`src/rtl/max_tree_pipe.sv`:
```
// max_tree_pipe: pipelined argmax/argmin reduction over CHANNELS IEEE-754 values.
// One register stage per tree level. A global stall holds every stage, bubbles included.
module max_tree_pipe #(
  parameter int unsigned DATA_WIDTH = 32,
  parameter int unsigned CHANNELS   = 4,
  parameter int unsigned IDX_WIDTH  = (CHANNELS > 1) ? $clog2(CHANNELS) : 1
) (
  input  logic                           clk,
  input  logic                           rst,
  input  logic [DATA_WIDTH*CHANNELS-1:0] i_data,
  input  logic                           i_mode,
  input  logic                           i_valid,
  output logic                           o_ready,
  output logic [DATA_WIDTH-1:0]          o_data,
  output logic [IDX_WIDTH-1:0]           o_index,
  output logic                           o_valid,
  input  logic                           i_ready
);

  localparam int unsigned LEVELS = (CHANNELS > 1) ? $clog2(CHANNELS) : 1;

  // Number of entries present at the input of level lvl (lvl == LEVELS gives the root).
  function automatic int unsigned f_cnt(input int unsigned lvl);
    int unsigned n;
    n = CHANNELS;
    for (int unsigned i = 0; i < lvl; i++) begin
      n = (n + 1) / 2;
    end
    return n;
  endfunction

  // Offset of the output entries of level lvl inside the flattened stage storage.
  function automatic int unsigned f_off(input int unsigned lvl);
    int unsigned s;
    s = 0;
    for (int unsigned i = 0; i < lvl; i++) begin
      s = s + f_cnt(i + 1);
    end
    return s;
  endfunction

  // Order-preserving unsigned key: positives above negatives, +0 above -0.
  function automatic logic [DATA_WIDTH-1:0] f_key(input logic [DATA_WIDTH-1:0] x);
    logic [DATA_WIDTH-1:0] k;
    if (x[DATA_WIDTH-1]) begin
      k = ~x;
    end else begin
      k = {1'b1, x[DATA_WIDTH-2:0]};
    end
    return k;
  endfunction

  localparam int unsigned TOTAL = f_off(LEVELS);
  localparam int unsigned LAST  = f_off(LEVELS - 1);

  logic [DATA_WIDTH-1:0] r_data     [TOTAL];
  logic [IDX_WIDTH-1:0]  r_idx      [TOTAL];
  logic [DATA_WIDTH-1:0] w_nxt_data [TOTAL];
  logic [IDX_WIDTH-1:0]  w_nxt_idx  [TOTAL];
  logic [LEVELS-1:0]     r_valid;
  logic [LEVELS-1:0]     w_nxt_valid;
  logic [LEVELS-1:0]     w_lvl_mode;
  logic                  w_advance;

  // Whole pipe moves together whenever the output slot is empty or being drained.
  assign w_advance = ~r_valid[LEVELS-1] | i_ready;

  assign w_nxt_valid[0] = i_valid;
  assign w_lvl_mode[0]  = i_mode;

  if (LEVELS > 1) begin : g_mode
    logic [LEVELS-2:0] r_mode;

    assign w_nxt_valid[LEVELS-1:1] = r_valid[LEVELS-2:0];
    assign w_lvl_mode[LEVELS-1:1]  = r_mode;

    // Mode rides with its beat; the root stage no longer needs it.
    always_ff @(posedge clk) begin
      if (rst) begin
        r_mode <= '0;
      end else if (w_advance) begin
        r_mode <= w_lvl_mode[LEVELS-2:0];
      end
    end
  end

  for (genvar l = 0; l < LEVELS; l++) begin : g_lvl
    localparam int unsigned NIN  = f_cnt(l);
    localparam int unsigned NOUT = f_cnt(l + 1);
    localparam int unsigned OOUT = f_off(l);

    logic [DATA_WIDTH-1:0] w_in_data [NIN];
    logic [IDX_WIDTH-1:0]  w_in_idx  [NIN];

    for (genvar k = 0; k < NIN; k++) begin : g_src
      if (l == 0) begin : g_port
        assign w_in_data[k] = i_data[DATA_WIDTH*k +: DATA_WIDTH];
        assign w_in_idx[k]  = IDX_WIDTH'(k);
      end else begin : g_reg
        assign w_in_data[k] = r_data[f_off(l - 1) + k];
        assign w_in_idx[k]  = r_idx[f_off(l - 1) + k];
      end
    end

    for (genvar j = 0; j < NOUT; j++) begin : g_node
      if (2 * j + 1 < NIN) begin : g_cmp
        logic [DATA_WIDTH-1:0] w_key_a;
        logic [DATA_WIDTH-1:0] w_key_b;
        logic                  w_take_b;

        assign w_key_a = f_key(w_in_data[2*j]);
        assign w_key_b = f_key(w_in_data[2*j+1]);
        // Strict compare: on a tie the lower-index operand (a) wins.
        assign w_take_b = w_lvl_mode[l] ? (w_key_b < w_key_a) : (w_key_b > w_key_a);
        assign w_nxt_data[OOUT + j] = w_take_b ? w_in_data[2*j+1] : w_in_data[2*j];
        assign w_nxt_idx[OOUT + j]  = w_take_b ? w_in_idx[2*j+1]  : w_in_idx[2*j];
      end else begin : g_pass
        // Odd trailing entry is carried through this level untouched.
        assign w_nxt_data[OOUT + j] = w_in_data[2*j];
        assign w_nxt_idx[OOUT + j]  = w_in_idx[2*j];
      end
    end
  end

  // Stage registers for all levels; reset drops every in-flight beat.
  always_ff @(posedge clk) begin
    if (rst) begin
      r_valid <= '0;
      for (int unsigned i = 0; i < TOTAL; i++) begin
        r_data[i] <= '0;
        r_idx[i]  <= '0;
      end
    end else if (w_advance) begin
      r_valid <= w_nxt_valid;
      for (int unsigned i = 0; i < TOTAL; i++) begin
        r_data[i] <= w_nxt_data[i];
        r_idx[i]  <= w_nxt_idx[i];
      end
    end
  end

  assign o_ready = w_advance;
  assign o_valid = r_valid[LEVELS-1];
  assign o_data  = r_data[LAST];
  assign o_index = r_idx[LAST];

endmodule
```
`config.mk`:
```
export PLATFORM = sky130hd
export DESIGN_NAME = max_tree_pipe
export DESIGN_NICKNAME = d
export VERILOG_FILES = /design/src/rtl/max_tree_pipe.sv
export SDC_FILE = /design/constraint.sdc
export NUM_CORES = 1
export LEC_CHECK = 0
export CAP_MARGIN = 20
export CORE_ASPECT_RATIO = 0.8
export CORE_MARGIN = 4
export CORE_UTILIZATION = 65
export DETAILED_ROUTE_END_ITERATION = 8
export DONT_BUFFER_PORTS = 1
export GPL_TIMING_DRIVEN = 0
export PLACE_DENSITY = 0.81
export SYNTH_ARGS = -nofsm -noshare
export SYNTH_HDL_FRONTEND = slang
export SYNTH_SLANG_ARGS = --single-unit
```
`constraint.sdc`:
```
create_clock -name clk -period 8.33 [get_ports clk]
set_clock_uncertainty 0.2 [all_clocks]
set_input_delay 1.666 -clock clk [delete_from_list [all_inputs] [get_ports clk]]
set_output_delay 1.666 -clock clk [all_outputs]
set_load 0.02 [all_outputs]
```
* Yosys cells after proc, flatten, opt, wreduce, memory -nomap -nowiden
Memory sizes are Yosys's and may differ from the RTL's.
Index checks and enable logic that the tools add are counted.
** Cells by class
- $lt $le $gt $ge :: 6
- Mux-type cells :: 26
- Bitwise operators :: 14
** Operators by type and width (count)
- $mux 32 :: 12
- $not 32->32 :: 6
- $gt 32x32->1 :: 3
- $lt 32x32->1 :: 3
- $mux 1 :: 10
- $mux 2 :: 4
- $or 1x1->1 :: 7
- $not 1->1 :: 1
** Storage, ports and cells
- Bits in registers :: 3
- RAM bits :: 102
- Input port bits :: 133
- Memories kept :: 2
** Memories
- r_data :: depth 3, bits a word 32, read ports 3, clocked after Yosys merged registers in 0, wr ports 3, RTL line 56 : logic [DATA_WIDTH-1:0] r_data [TOTAL];
- r_idx :: depth 3, bits a word 2, read ports 3, clocked after Yosys merged registers in 0, wr ports 3, RTL line 57 : logic [IDX_WIDTH-1:0] r_idx [TOTAL];

* Depth between registers and ports, before layout
An unclocked memory read counts as a cell.
- Depth after elaboration :: 7
- Depth in mapped cells :: 13

* Least setup slack after synthesis
No wires, ideal clock.
- Kind :: in2reg
- From :: in i_data[31]
- To :: mem r_data[0][10] (data pin)
- Library setup time :: 0.280 ns
- Data arrival time :: 4.184 ns
- Path slack :: 3.666 ns
- Stages :: 12
- Buffers on the path :: 3
- Path through :: clkbuf_1 > clkbuf_1 > xnor2_1 > ha_1 > a21oi_1 > nor2_1 > a211o_1 > o41ai_1 > nand3_1 > buf_2 > nand3_1 > a21oi_2
** RTL lines
- start: declaration :: RTL line 10 : input logic [DATA_WIDTH*CHANNELS-1:0] i_data,
- end: declaration :: RTL line 56

==> flow_metrics.tcl <==
set metrics [dict create \
    path_class "in2reg" \
    die_h_um 113.7 \
    cts_setup_buffers 0 \
    clockRootBuffer "clkbuf_16" \
    worstMarginPinSlew_ns 0.8946 \
    antenna_found_initial 0 \
    grt_pass1_wl_um 38460 \
    clk_path_buf_depth 2 \
    clkLatencyLatePin_ns 0.36 \
    fmax_ghz 0.1864 \
    synth_nets 1152 \
    rows 38 \
    gp_congestion 0.9822 \
    yosysTopAreaCell "edfxtp_1" \
    grt_pass1_vias 6940 \
    ys_seq_elements 104 \
    via_per_inst 6.615 \
    fin_tns_setup_ns 0 \
    drcViolationCount 0 \
    async_flop_share 0 \
    rsz0062_at_grt "no" \
    maxSlewHeadroom 0.4036 \
    power_density_mw_per_mm2 198.5 \
    swShare 0.3751 \
    grt_max_degree 71 \
    cp.required_ns 8.26 \
    cp-start-kind "input pin" \
    multi_input_area_mm2 0.005597 \
    finalCriticalPeriod_ns 5.366 \
    layout-drive-gt1-share 0.1319 \
    wl_um 24570 \
    internal_power_mw 1.197 \
    overflow 0 \
    start_util 0.6657 \
    die_w_um 140.2 \
    placed_cell_area_mm2 0.009339 \
    drt_first_pass_iters 5 \
    drv_cap 0 \
    synth.area.top_cells "edfxtp_1 (33%), ha_1 (13%), xnor2_1 (9.0%), xor2_1 (9.0%), a21oi_1 (6.0%)" \
    synth.top_cell.area_share 0.3339 \
    setup_violations 0 \
    outcome "finished clean" \
    crit_path_max_incr_delay_ns 0.69 \
    crit_arrival_ns 5.30 \
    ant_nets 0 \
    synth_edf_count 101 \
    vias 7409 \
    peakVddDrop_mv 0.1730 \
    slew_viol_final 0 \
    synth_area_mm2 0.009084 \
    core_mm2 0.01365 \
    hpwlAfterDp_um 19340 \
    finalHoldViolCount 0 \
    insertedDiodeCount 0 \
    wl_per_cell_um 21.93 \
    yosysSeqAreaShare 0.3405 \
    dieArea_mm2 0.01594 \
    cts_hold_buf 0 \
    pwr-share-clk 0.230 \
    io_pins 169 \
    syn_area_per_cell_um2 9.842 \
    clk_pin_slew_ns 0.07 \
    crit_path_top_delay_cell "buf_1" \
    port_buffers 0 \
    endpoint_kind "register" \
    nets 1164 \
    cp_max_fo 10 \
    fin_crit_sh 0.6442 \
    synthTopCellsByCount "a21oi_1 (109), nand3_1 (103), edfxtp_1 (101), ha_1 (96)" \
    drt-initial-drc-count 951 \
    p_comb_frac 0.382 \
    yosysMostFrequentCell "a21oi_1" \
    grtUsageTotal 0.3073 \
    synth_cells 923 \
    pwr-share-seq 0.388 \
    final-seq-area_mm2 0.003093 \
    cts_tree "done" \
    switchingPower_mw 0.7187 \
    synth_cell_types 44 \
    total_leakage_power_nw 3.772 \
    fill_cells 1029 \
    crit_top_cell "a21boi_1" \
    final_area_mm2 0.009649 \
    cts_max_level 3 \
    cts_resized 0 \
    area_growth_pct 6.226 \
    yosys_most_used_dff "edfxtp_1" \
    path_cells "clkbuf_1, buf_1, xor2_1, ha_1, nand4_1, nor4_1, a21boi_1, o41ai_1, a21boi_1, buf_2, o21ai_1, a21oi_1" \
    yosys_warnings 0 \
    cts_buffers 9 \
    clock_sinks 104 \
    hp-class "reg2reg" \
]
[cells in the final DEF (no fill, tap or decap), drive strengths merged, types with 9 or more instances in the layout]
master  count
ha         96
nand4      18
buf        52
clkbuf     31
nand3     103
inv        10
o21a       12
a21o        9
a21oi     138
nand2      16
xor2       93
edfxtp    101
o21ai      99
xnor2      93
nor4        9
[final timing paths]
kind | startpoint | endpoint | slack, ns | cells after the start
max reg2reg | r_data[0][63] | r_data[0][67] | 4.12 | 12
max | i_data[127] | r_data[0][36] | 2.96 | 12
min | r_valid[0] | r_valid[1] | 0.27 | 2
min reg2reg | r_valid[0] | r_valid[1] | 0.27 | 2
[per-stage QoR]
step                hold WS (ns)  std cells  utilization  worst slack, ns  total power, mW
finish                    0.2709       1120       0.7071            2.964            1.916
global route              0.3024       1120       0.7071            2.900            2.035
CTS                       0.2769       1120       0.7071            3.171            1.906
detailed placement        0.2680       1104       0.6844            2.826            1.466
global placement          0.2409       1103       0.6822            2.830            1.444
floorplan                 0.2258        923            -            3.666            1.295
[layer usage]
metal,GRT usage,part of all wire,up-vias
li1,-,-,3449
met1,0.4438,0.42,3453
met2,0.4570,0.43,469
met3,0.09723,0.13,38
met4,0.06520,0.017,0
met5,0,0,-
[logic make-up after synthesis]
| family | count (synthesis) | synth area share |
|---|---|---|
| buffers and inverters | 79 | 0.04366 |
| adders and majority gates | 96 | 0.1322 |
| muxes | 1 | 0.001102 |
| AOI/OAI and AO/OA | 290 | 0.2065 |
| xor gates and xnor gates | 186 | 0.1793 |
| DFF | 104 | 0.3405 |
| and+or+nand+nor | 167 | 0.09670 |
[layout make-up]
type,instances,area share
Multi-Input combinational cell,740,0.5800
Sequential cell,104,0.3205
Buffer,73,0.03877
Clock buffer,9,0.02334
Tap cell,180,0.02334
Clock inverter,7,0.008817
Timing Repair Buffer,1,0.002853
Inverter,6,0.002334
[worst max-delay path, delay by kind of cell]
kind	cells	cell delay [ns]
xor gates and xnor gates	1	0.16
buffers and inverters	3	1.23
adders and majority gates	1	0.35
AOI/OAI and AO/OA	5	1.20
and+or+nand+nor	2	0.69
[state kept, by name, summed over array words and instances, names as in the netlist]
name / count
g_mode.r_mode: 1
r_data: 96
r_idx: 5
r_valid: 2
[power groups by stage]
stage	Combinational, mW	Sequential (mW)	Clock (mW)
5_1_grt	0.817	0.748	0.470
2_1_floorplan	0.565	0.730	0
3_5_place_dp	0.712	0.754	0
4_1_cts	0.718	0.742	0.446
3_3_place_gp	0.690	0.753	0
6_report	0.732	0.743	0.441
Power figures use the tool's default switching activity.
